==> src/rtl/interrupt_controller_if.sv <==
// -----------------------------------------------------------------------------
// interrupt_controller_if
//
// Purpose: register-bus bundle between the I/O address decoder / CPU side and
// the interrupt controller. It has the same select/write/read shape as the
// other peripherals on the I/O logic bus.
//
// Signals:
//   RegAddress  [3:0]   register select within the block
//   BlockSelect         block decoded by the address decoder
//   WrEn                write strobe, qualified by BlockSelect
//   WrData      [31:0]  write data
//   RdData      [31:0]  combinational read data from the peripheral
//
// Modports:
//   master - bus side (drives address/select/write, receives read data)
//   slave  - peripheral side (the interrupt controller)
// -----------------------------------------------------------------------------
interface interrupt_controller_if;
  logic [3:0]  RegAddress;
  logic        BlockSelect;
  logic        WrEn;
  logic [31:0] WrData;
  logic [31:0] RdData;

  modport master (
    output RegAddress,
    output BlockSelect,
    output WrEn,
    output WrData,
    input  RdData
  );

  modport slave (
    input  RegAddress,
    input  BlockSelect,
    input  WrEn,
    input  WrData,
    output RdData
  );
endinterface

==> src/rtl/interrupt_controller.sv <==
// -----------------------------------------------------------------------------
// interrupt_controller
//
// Purpose: receives peripheral interrupt lines, detects rising edges, latches
// them as pending, masks them, picks the lowest-index eligible source and
// presents it to the CPU with a request/acknowledge handshake. The source is
// then held in service until software writes end-of-interrupt.
//
// Parameters:
//   NUM_SOURCES  number of interrupt inputs (1..32)
//   ID_WIDTH     source ID width, $clog2(NUM_SOURCES) with a minimum of 1
//
// Ports:
//   Clock        system clock, all state on the rising edge
//   Reset        asynchronous active-low reset
//   IntSrc       interrupt lines from peripherals (bit 0 = system timer)
//   bus          register bus (interrupt_controller_if.slave)
//   CpuIntReq    interrupt request to the CPU
//   CpuIntId     ID of the requested / in-service source
//   CpuIntAck    one-cycle CPU acknowledge
//
// Register map (RegAddress):
//   4'h0 CR   bit0 global enable, R/W
//   4'h1 IER  per-source enable, R/W
//   4'h2 IPR  pending bits, read / write-1-to-clear
//   4'h3 ISR  read-only, bit31 in-service, low bits = CpuIntId
//   4'h4 EOI  write-only, any data
//   4'h5 SWTR write-only, sets IPR bits (only with INTC_SW_TRIGGER_EN defined;
//             otherwise unmapped)
//
// Build option: define INTC_SW_TRIGGER_EN to enable the software trigger
// register.
// -----------------------------------------------------------------------------
module interrupt_controller #(
  parameter int NUM_SOURCES = 8,
  parameter int ID_WIDTH    = 3
) (
  input  logic                   Clock,
  input  logic                   Reset,
  input  logic [NUM_SOURCES-1:0] IntSrc,
  interrupt_controller_if.slave  bus,
  output logic                   CpuIntReq,
  output logic [ID_WIDTH-1:0]    CpuIntId,
  input  logic                   CpuIntAck
);

  localparam logic [1:0] ST_IDLE    = 2'd0;
  localparam logic [1:0] ST_REQ     = 2'd1;
  localparam logic [1:0] ST_SERVICE = 2'd2;

  logic                   cr_q,    cr_d;
  logic [NUM_SOURCES-1:0] ier_q,   ier_d;
  logic [NUM_SOURCES-1:0] ipr_q,   ipr_d;
  logic [NUM_SOURCES-1:0] src_q;
  logic [1:0]             state_q, state_d;
  logic [ID_WIDTH-1:0]    id_q,    id_d;

  logic                   wr_en;
  logic                   wr_cr, wr_ier, wr_ipr, wr_eoi;
  logic [NUM_SOURCES-1:0] wr_src_bits;
  logic [NUM_SOURCES-1:0] edge_set;
  logic [NUM_SOURCES-1:0] sw_set;
  logic [NUM_SOURCES-1:0] ack_clr;
  logic [NUM_SOURCES-1:0] set_vec, clr_vec;
  logic [NUM_SOURCES-1:0] eligible;
  logic [ID_WIDTH-1:0]    win_id;
  logic [31:0]            rd_data;
  logic                   unused_wrdata;

  // ---------------------------------------------------------------------------
  // Register write decode
  // ---------------------------------------------------------------------------
  assign wr_en       = bus.BlockSelect & bus.WrEn;
  assign wr_cr       = wr_en && (bus.RegAddress == 4'h0);
  assign wr_ier      = wr_en && (bus.RegAddress == 4'h1);
  assign wr_ipr      = wr_en && (bus.RegAddress == 4'h2);
  assign wr_eoi      = wr_en && (bus.RegAddress == 4'h4);
  assign wr_src_bits = bus.WrData[NUM_SOURCES-1:0];

  // Upper write-data bits have no home when NUM_SOURCES < 32.
  assign unused_wrdata = ^bus.WrData;

`ifdef INTC_SW_TRIGGER_EN
  assign sw_set = (wr_en && (bus.RegAddress == 4'h5)) ? wr_src_bits : '0;
`else
  assign sw_set = '0;
`endif

  // ---------------------------------------------------------------------------
  // Pending logic: edges and software triggers set, W1C and Ack clear.
  // Set wins over clear on the same bit in the same cycle.
  // ---------------------------------------------------------------------------
  assign edge_set = IntSrc & ~src_q;
  assign set_vec  = edge_set | sw_set;
  assign clr_vec  = (wr_ipr ? wr_src_bits : '0) | ack_clr;

  always_comb begin
    ack_clr = '0;
    if (state_q == ST_REQ && CpuIntAck) begin
      ack_clr[id_q] = 1'b1;
    end
  end

  genvar gi;
  generate
    for (gi = 0; gi < NUM_SOURCES; gi++) begin : g_ipr
      assign ipr_d[gi] = set_vec[gi] | (ipr_q[gi] & ~clr_vec[gi]);
    end
  endgenerate

  assign cr_d  = wr_cr  ? bus.WrData[0] : cr_q;
  assign ier_d = wr_ier ? wr_src_bits   : ier_q;

  // ---------------------------------------------------------------------------
  // Eligibility and lowest-index-wins priority
  // ---------------------------------------------------------------------------
  assign eligible = ipr_q & ier_q & {NUM_SOURCES{cr_q}};

  always_comb begin
    win_id = '0;
    for (int i = NUM_SOURCES - 1; i >= 0; i--) begin
      if (eligible[i]) begin
        win_id = ID_WIDTH'(i);
      end
    end
  end

  // ---------------------------------------------------------------------------
  // Request / service state machine. The ID is latched on entry to REQ and
  // stays put through SERVICE, so mask writes cannot withdraw a request.
  // ---------------------------------------------------------------------------
  always_comb begin
    state_d = state_q;
    id_d    = id_q;
    case (state_q)
      ST_IDLE: begin
        if (|eligible) begin
          id_d    = win_id;
          state_d = ST_REQ;
        end
      end
      ST_REQ: begin
        if (CpuIntAck) begin
          state_d = ST_SERVICE;
        end
      end
      ST_SERVICE: begin
        if (wr_eoi) begin
          state_d = ST_IDLE;
        end
      end
      default: state_d = ST_IDLE;
    endcase
  end

  always_ff @(posedge Clock or negedge Reset) begin
    if (!Reset) begin
      cr_q    <= 1'b0;
      ier_q   <= '0;
      ipr_q   <= '0;
      src_q   <= '0;
      state_q <= ST_IDLE;
      id_q    <= '0;
    end else begin
      cr_q    <= cr_d;
      ier_q   <= ier_d;
      ipr_q   <= ipr_d;
      src_q   <= IntSrc;
      state_q <= state_d;
      id_q    <= id_d;
    end
  end

  assign CpuIntReq = (state_q == ST_REQ);
  assign CpuIntId  = id_q;

  // ---------------------------------------------------------------------------
  // Combinational read mux; write-only and unmapped addresses read 0.
  // ---------------------------------------------------------------------------
  always_comb begin
    rd_data = '0;
    if (bus.BlockSelect) begin
      case (bus.RegAddress)
        4'h0: rd_data[0]                = cr_q;
        4'h1: rd_data[NUM_SOURCES-1:0]  = ier_q;
        4'h2: rd_data[NUM_SOURCES-1:0]  = ipr_q;
        4'h3: begin
          rd_data[31]           = (state_q == ST_SERVICE);
          rd_data[ID_WIDTH-1:0] = id_q;
        end
        default: rd_data = '0;
      endcase
    end
  end

  assign bus.RdData = rd_data;

endmodule

==> src/flat_wrapper.sv <==
// flat-port wrapper written by rule: the top's interface ports become plain ports
module interrupt_controller_flat 
#(
  parameter int NUM_SOURCES = 8,
  parameter int ID_WIDTH    = 3
)
  (Clock, Reset, IntSrc, CpuIntReq, CpuIntId, CpuIntAck, bus_RegAddress, bus_BlockSelect, bus_WrEn, bus_WrData, bus_RdData);
  interrupt_controller_if bus_i ();
  input  logic Clock;
  input  logic Reset;
  input  logic [NUM_SOURCES-1:0] IntSrc;
  output logic CpuIntReq;
  output logic [ID_WIDTH-1:0] CpuIntId;
  input  logic CpuIntAck;
  input wire logic [$bits(bus_i.RegAddress)-1:0] bus_RegAddress;
  input wire logic [$bits(bus_i.BlockSelect)-1:0] bus_BlockSelect;
  input wire logic [$bits(bus_i.WrEn)-1:0] bus_WrEn;
  input wire logic [$bits(bus_i.WrData)-1:0] bus_WrData;
  output wire logic [$bits(bus_i.RdData)-1:0] bus_RdData;
  assign bus_i.RegAddress = bus_RegAddress;
  assign bus_i.BlockSelect = bus_BlockSelect;
  assign bus_i.WrEn = bus_WrEn;
  assign bus_i.WrData = bus_WrData;
  assign bus_RdData = bus_i.RdData;
  interrupt_controller #(.NUM_SOURCES(NUM_SOURCES), .ID_WIDTH(ID_WIDTH)) u_core (.Clock(Clock), .Reset(Reset), .IntSrc(IntSrc), .bus(bus_i), .CpuIntReq(CpuIntReq), .CpuIntId(CpuIntId), .CpuIntAck(CpuIntAck));
endmodule
==> config.mk <==
export PLATFORM = sky130hd
export DESIGN_NAME = interrupt_controller_flat
export DESIGN_NICKNAME = d
export VERILOG_FILES = /design/src/rtl/interrupt_controller_if.sv /design/src/rtl/interrupt_controller.sv /design/src/flat_wrapper.sv
export SDC_FILE = /design/constraint.sdc
export NUM_CORES = 1
export LEC_CHECK = 0
export BUFFER_PORTS_ARGS = -buffer_cell sky130_fd_sc_hd__buf_2
export CAP_MARGIN = 20
export CORE_AREA = 2 2 64 66
export DETAILED_ROUTE_END_ITERATION = 16
export DIE_AREA = 0 0 66 68
export GPL_TIMING_DRIVEN = 0
export PLACE_DENSITY = 0.88
export SYNTH_ARGS = -nofsm -noshare
export SYNTH_HDL_FRONTEND = slang
export SYNTH_SLANG_ARGS = --single-unit
==> constraint.sdc <==
create_clock -name Clock -period 1.5 [get_ports Clock]
set_input_delay 0 -clock Clock [delete_from_list [all_inputs] [get_ports Clock]]
set_output_delay 0 -clock Clock [all_outputs]
set_load 0.03 [all_outputs]
==> results_dict.tcl, run 1 <==
set metrics [dict create \
    worst_slew_pin_slew_ps 670.7 \
    cts_inserted_buffers 5 \
    combPwrFrac_pct 35.1 \
    status "finished, final reports clean" \
    synth_area_leaders "dfrtp_1 (45%), buf_4 (12%), mux2_2 (8.1%)" \
    hold_class "in2reg" \
    post-route-period-util_pct 98.40 \
    critical_path.cell_chain "mux4_2 -> and3_4 -> buf_6" \
    drt_iter0_markers 101 \
    first_pass_iters 4 \
    critPathCaptureType "output pin" \
    dp.cells 268 \
    cap_violations 0 \
    ios 85 \
    p_clk_share_pct 24.0 \
    cp_num_buf_inv 1 \
    dp_hpwl_um 2801 \
    antenna_left 0 \
    seq_power_share_pct 40.9 \
    setup_slack_ps 23.96 \
    internal_power_mw 1.759 \
    synth.avg_cell_area_um2 10.39 \
    fmax_mhz 677.5 \
    clockBufferDepth 2 \
    clock-sinks 30 \
    cts-root-buf "clkbuf_8" \
    vias 1501 \
    ys_seq_area_share_pct 45.15 \
    first_global_vias 1385 \
    cts_tree "built" \
    leakage_nw 1.176 \
    antenna_cells 0 \
    synth_cell_types 29 \
    final_cell_mix "buf_2 (35), buf_4 (30), dfrtp_1 (28)" \
    power.switching_mw 1.044 \
    grt_antenna_before_repair 0 \
    core-area_um2 3856 \
    switching_share_pct 37.23 \
    yosysWarningCount 0 \
    io_buffers 36 \
    fin_nets 296 \
    hold_viol 0 \
    wl_per_cell_um 13.57 \
    slowest_stage "mux4_2" \
    synth_seq_cells 30 \
    wirelength_um 4044 \
    finalMaxSlewViolations 0 \
    worstPathRequired_ps 1500 \
    dieArea_um2 4488 \
    crit_path_start_kind "register" \
    place_ws_ps 106.6 \
    powerDensity_nw_per_um2 1216 \
    final_common_cell "buf_2" \
    rows 23 \
    grt_overflow 0 \
    clk_latency_ps 290 \
    grt_use_total_pct 18.77 \
    grt_max_degree 31 \
    post-layout-total-power_mw 2.803 \
    critPathTopFamily "multiplexers" \
    synth_area_um2 1663 \
    fin_util_pct 59.80 \
    whs_ps 7.452 \
    max-vdd-ir-drop_mv 0.7354 \
    rsz0062_at_grt "yes" \
    finClkSkew_ps 1.891 \
    final_cells 298 \
    die_h_um 68 \
    grt_pass1_wl_um 6161 \
    cp_max_fo 2 \
    synth.largest_area_cell "dfrtp_1" \
    post-route-min-period_ps 1476 \
    area_delta_synth_final_pct 38.68 \
    clk_pin_slew_ps 60 \
    relSlewSlack_pct 55.28 \
    die-width_um 66 \
    worstSetupPathType "reg2out" \
    via_per_inst 5.037 \
    worst_ep_arrival_time_ps 1480 \
    initial_core_util_pct 43.12 \
    setup_viol 0 \
    cts_htree_levels 2 \
    yosys.area.top_type_share_pct 45.15 \
    critPathMaxStageDelay_ps 470 \
    place_congestion 0.8373 \
    syn_inst 160 \
    drc 0 \
    layout-drive-gt1-share_pct 37.10 \
]
## final cells by class
type / count / area (um2)
Buffer: 26 / 195.2
Clock buffer: 7 / 86.33
Clock inverter: 1 / 5.005
Fill cell: 343 / 1550
Inverter: 10 / 37.54
Multi-Input combinational cell: 116 / 769.5
Sequential cell: 30 / 753.2
Tap cell: 50 / 62.56
Timing Repair Buffer: 58 / 396.6
## worst paths after layout
path | slack, ps | cells past startpoint | startpoint | end
min | 7 | 3 | bus_RegAddress[3] | u_core.state_q[1]
max | 20 | 3 | u_core.CpuIntId[0] | bus_RdData[0]
max reg2reg | 60 | 4 | u_core.ier_q[4] | u_core.CpuIntId[0]
max in group asynchronous | 750 | 2 | Reset | u_core.CpuIntId[2]
min reg2reg | 540 | 1 | u_core.ipr_q[6] | u_core.ipr_q[6]
min in group asynchronous | 280 | 2 | Reset | u_core.src_q[1]
## power by group through the flow
stage,clock network (mW),logic [mW],registers [mW]
5_1_grt,0.719,1.06,1.16
4_1_cts,0.682,0.956,1.13
3_3_place_gp,0,0.843,1.15
3_5_place_dp,0,0.859,1.16
2_1_floorplan,0,0.582,1.18
6_report,0.673,0.983,1.15
## logic make-up (layout without fill, tap and decap cells)
group	count (synthesis)	after routing	synth area share, %
AO/OA/AOI/OAI	37	37	16.85
other	1	23	0.2255
multiplexers	13	13	9.481
buffers and inverters	36	102	14.00
AND/OR/NAND/NOR	43	43	14.30
flip-flops	30	30	45.15
## cells in the mapped netlist, drive strengths merged
master / instances
dfrtp: 30
buf: 26
and2b: 1
nand2b: 2
conb: 1
a41o: 1
nand3: 1
nor2: 12
and3: 2
o21ai: 2
nor4bb: 1
o211ai: 2
mux4: 1
a21oi: 5
nand2: 12
and2: 1
a22oi: 13
nor2b: 3
inv: 10
nand3b: 1
nor3: 1
nand4: 5
and4: 1
a41oi: 4
a32oi: 2
a22o: 8
mux2: 12
## metal layers
metal	GRT usage, %	part of all wire, %
met1	21.98	40
met2	32.83	51
met3	6.086	6.9
met4	6.122	2.0
met5	0	0
## worst register-to-register path: stages (launching register included)
cell and delay (ps):
dfrtp_1 410, nand2_1 170, nand4_1 130, o211ai_1 260, mux2_2 360
## per-stage QoR
step           setup TNS (ps)  area, um2
3_3_place_gp                0       1988
6_report                    0       2306
4_1_cts                     0       2286
3_5_place_dp                0       1988
2_1_floorplan               0       1745
5_1_grt               -0.2954       2306
## state kept, by name (all words and copies together), names as in the netlist
name             cells
u_core.ier_q         8
u_core.ipr_q         8
u_core.src_q         8
u_core.CpuIntId      3
u_core.state_q       2
u_core.cr_q          1
## what timing repair did
item | 4_1_cts | 5_1_grt
pin swaps | 0 | 1
cloned | 0 | 0
gates resized for setup | 2 | 4
hold endpoints to repair | 56 | 0
setup buffers | 3 | 1
hold buffers | 18 | 0
setup endpoints to repair | 2 | 3
(Power assumes the default switching activity.)
==> run 2: changes to the inputs <==
--- a/config.mk
+++ b/config.mk
@@ -5,7 +5,7 @@
 export SDC_FILE = /design/constraint.sdc
 export NUM_CORES = 1
 export LEC_CHECK = 0
-export BUFFER_PORTS_ARGS = -buffer_cell sky130_fd_sc_hd__buf_2
+export BUFFER_PORTS_ARGS = -buffer_cell sky130_fd_sc_hd__buf_4
 export CAP_MARGIN = 20
 export CORE_AREA = 2 2 64 66
 export DETAILED_ROUTE_END_ITERATION = 16
==> run 2 against run 1 <==
Effect of this change:
- clock power decreased by 1%
- first-iteration DRC count is 15% lower
- critical endpoint unchanged
- clock-buffer cell count unchanged
- non-clock buffer count up 2
- critical path type unchanged
- die area unchanged
- largest cell class unchanged
- sequential power shrank 3%
- fmax up 0.39%
- combinational power is 13% higher
- register-to-register slack about the same
- worst hold slack lost 2.6 ps
==> results_dict.tcl, run 2 (synthesis gave the netlist of run 1 again) <==
set metrics [dict create \
    cts_htree_levels 2 \
    max-vdd-ir-drop_mv 0.8658 \
    finClkSkew_ps 5.503 \
    grt_pass1_wl_um 6058 \
    ios 85 \
    post-route-min-period_ps 1470 \
    status "finished, final reports clean" \
    dp_hpwl_um 2737 \
    wirelength_um 3915 \
    grt_use_total_pct 18.01 \
    final_common_cell "buf_4" \
    clockBufferDepth 2 \
    first_global_vias 1353 \
    via_per_inst 4.943 \
    rsz0062_at_grt "no" \
    fmax_mhz 680.1 \
    dieArea_um2 4488 \
    worstPathRequired_ps 1500 \
    cts-root-buf "clkbuf_8" \
    antenna_cells 0 \
    leakage_nw 1.208 \
    initial_core_util_pct 43.12 \
    cap_violations 0 \
    crit_path_start_kind "register" \
    cts_tree "built" \
    drc 0 \
    setup_viol 0 \
    final_cell_mix "buf_4 (67), dfrtp_1 (29), conb_1 (23)" \
    clock-sinks 30 \
    whs_ps 4.819 \
    die_h_um 68 \
    grt_antenna_before_repair 0 \
    critPathCaptureType "output pin" \
    hold_viol 0 \
    core-area_um2 3856 \
    clk_latency_ps 280 \
    critical_path.cell_chain "mux4_2 -> and3_4 -> buf_6" \
    fin_nets 298 \
    critPathMaxStageDelay_ps 470 \
    cp_num_buf_inv 1 \
    top_regs "u_core.ier_q (8), u_core.ipr_q (8), u_core.src_q (8)" \
    slowest_stage "mux4_2" \
    wl_per_cell_um 13.05 \
    clk_pin_slew_ps 60 \
    grt_overflow 0 \
    grt_max_degree 31 \
    place_congestion 0.8506 \
    io_buffers 36 \
    vias 1483 \
    worstSetupPathType "reg2out" \
    powerDensity_nw_per_um2 1197 \
    hold_class "in2reg" \
    die-width_um 66 \
    timing.setup.tns_ps 0 \
    cts_inserted_buffers 5 \
    worst_ep_arrival_time_ps 1470 \
    first_pass_iters 4 \
    post-route-period-util_pct 98.02 \
    cp_max_fo 2 \
    rows 23 \
    nFillCells 329 \
    critPathTopFamily "multiplexers" \
    area_delta_synth_final_pct 44.77 \
    drt_iter0_markers 86 \
    finalMaxSlewViolations 0 \
    layout-drive-gt1-share_pct 37.20 \
    antenna_left 0 \
]
## run 2: cell count changes in the layout (fill, tap and decap cells not counted), sizes merged
cell,before,now
buf,66,68
## run 2: timing repair
item | CTS | global route
resized for setup | 0 | 4
gates cloned | 0 | 0
setup endpoints to repair | 1 | 3
pin swaps | 0 | 1
buffers inserted | 3 | 3
hold endpoints to repair | 56 | 0
hold buffers | 18 | 0
## run 2: per-stage QoR
| stage | cells | setup WS (ps) | power (mW) | instance area, um2 | util (%) |
|---|---|---|---|---|---|
| 6_report | 300 | 29.70 | 2.882 | 2407 | 62.43 |
| 5_1_grt | 300 | 6.338 | 3.026 | 2407 | 62.43 |
| 4_1_cts | 297 | 10.67 | 2.809 | 2372 | 61.52 |
| 3_5_place_dp | 268 | 102.9 | 2.068 | 2078 | 53.89 |
| 3_3_place_gp | 268 | 123.6 | 2.045 | 2078 | 53.89 |
| 2_1_floorplan | 182 | 114.8 | 1.763 | 1745 | - |
## run 2: worst min-delay path, cell delays in order
cell and delay, ps:
buf_4 90, nor4bb_1 40, o21ai_0 120
## run 2: per-layer routing
metal | vias up | GRT usage, % | routed length, um
li1 | 712 | - | -
met1 | 700 | 23.21 | 1603
met2 | 62 | 29.92 | 1983
met3 | 9 | 4.112 | 278
met4 | 0 | 6.633 | 50
met5 | - | 0 | 0
## run 2: power breakdown
part,switching (mW),leakage [nW],internal (mW)
Sequential,0.145,0.343,0.969
Clock,0.294,0.0482,0.369
Combinational,0.605,0.817,0.501
Total,1.04,1.21,1.84
## run 2: worst paths after layout
kind / cells past startpoint / startpoint / end / slack (ps)
setup reg to reg: 4 / u_core.state_q[1] / u_core.ipr_q[6] / 50
hold reg to reg: 1 / u_core.ier_q[6] / u_core.ier_q[6] / 540
setup / recovery: 3 / u_core.CpuIntId[0] / bus_RdData[0] / 30
min in group asynchronous: 2 / Reset / u_core.ipr_q[0] / 180
max in group asynchronous: 2 / Reset / u_core.CpuIntId[2] / 1030
hold / removal: 3 / bus_RegAddress[3] / u_core.state_q[1] / 5
## run 2: cell type report
type                            count  area, um2  area share, %
Buffer                             26      195.2          8.108
Tap cell                           50      62.56          2.599
Timing Repair Buffer               60      499.2          20.74
Inverter                           10      37.54          1.559
Multi-Input combinational cell    116      769.5          31.96
Clock inverter                      1      5.005         0.2079
Clock buffer                        7      86.33          3.586
Sequential cell                    30      752.0          31.24
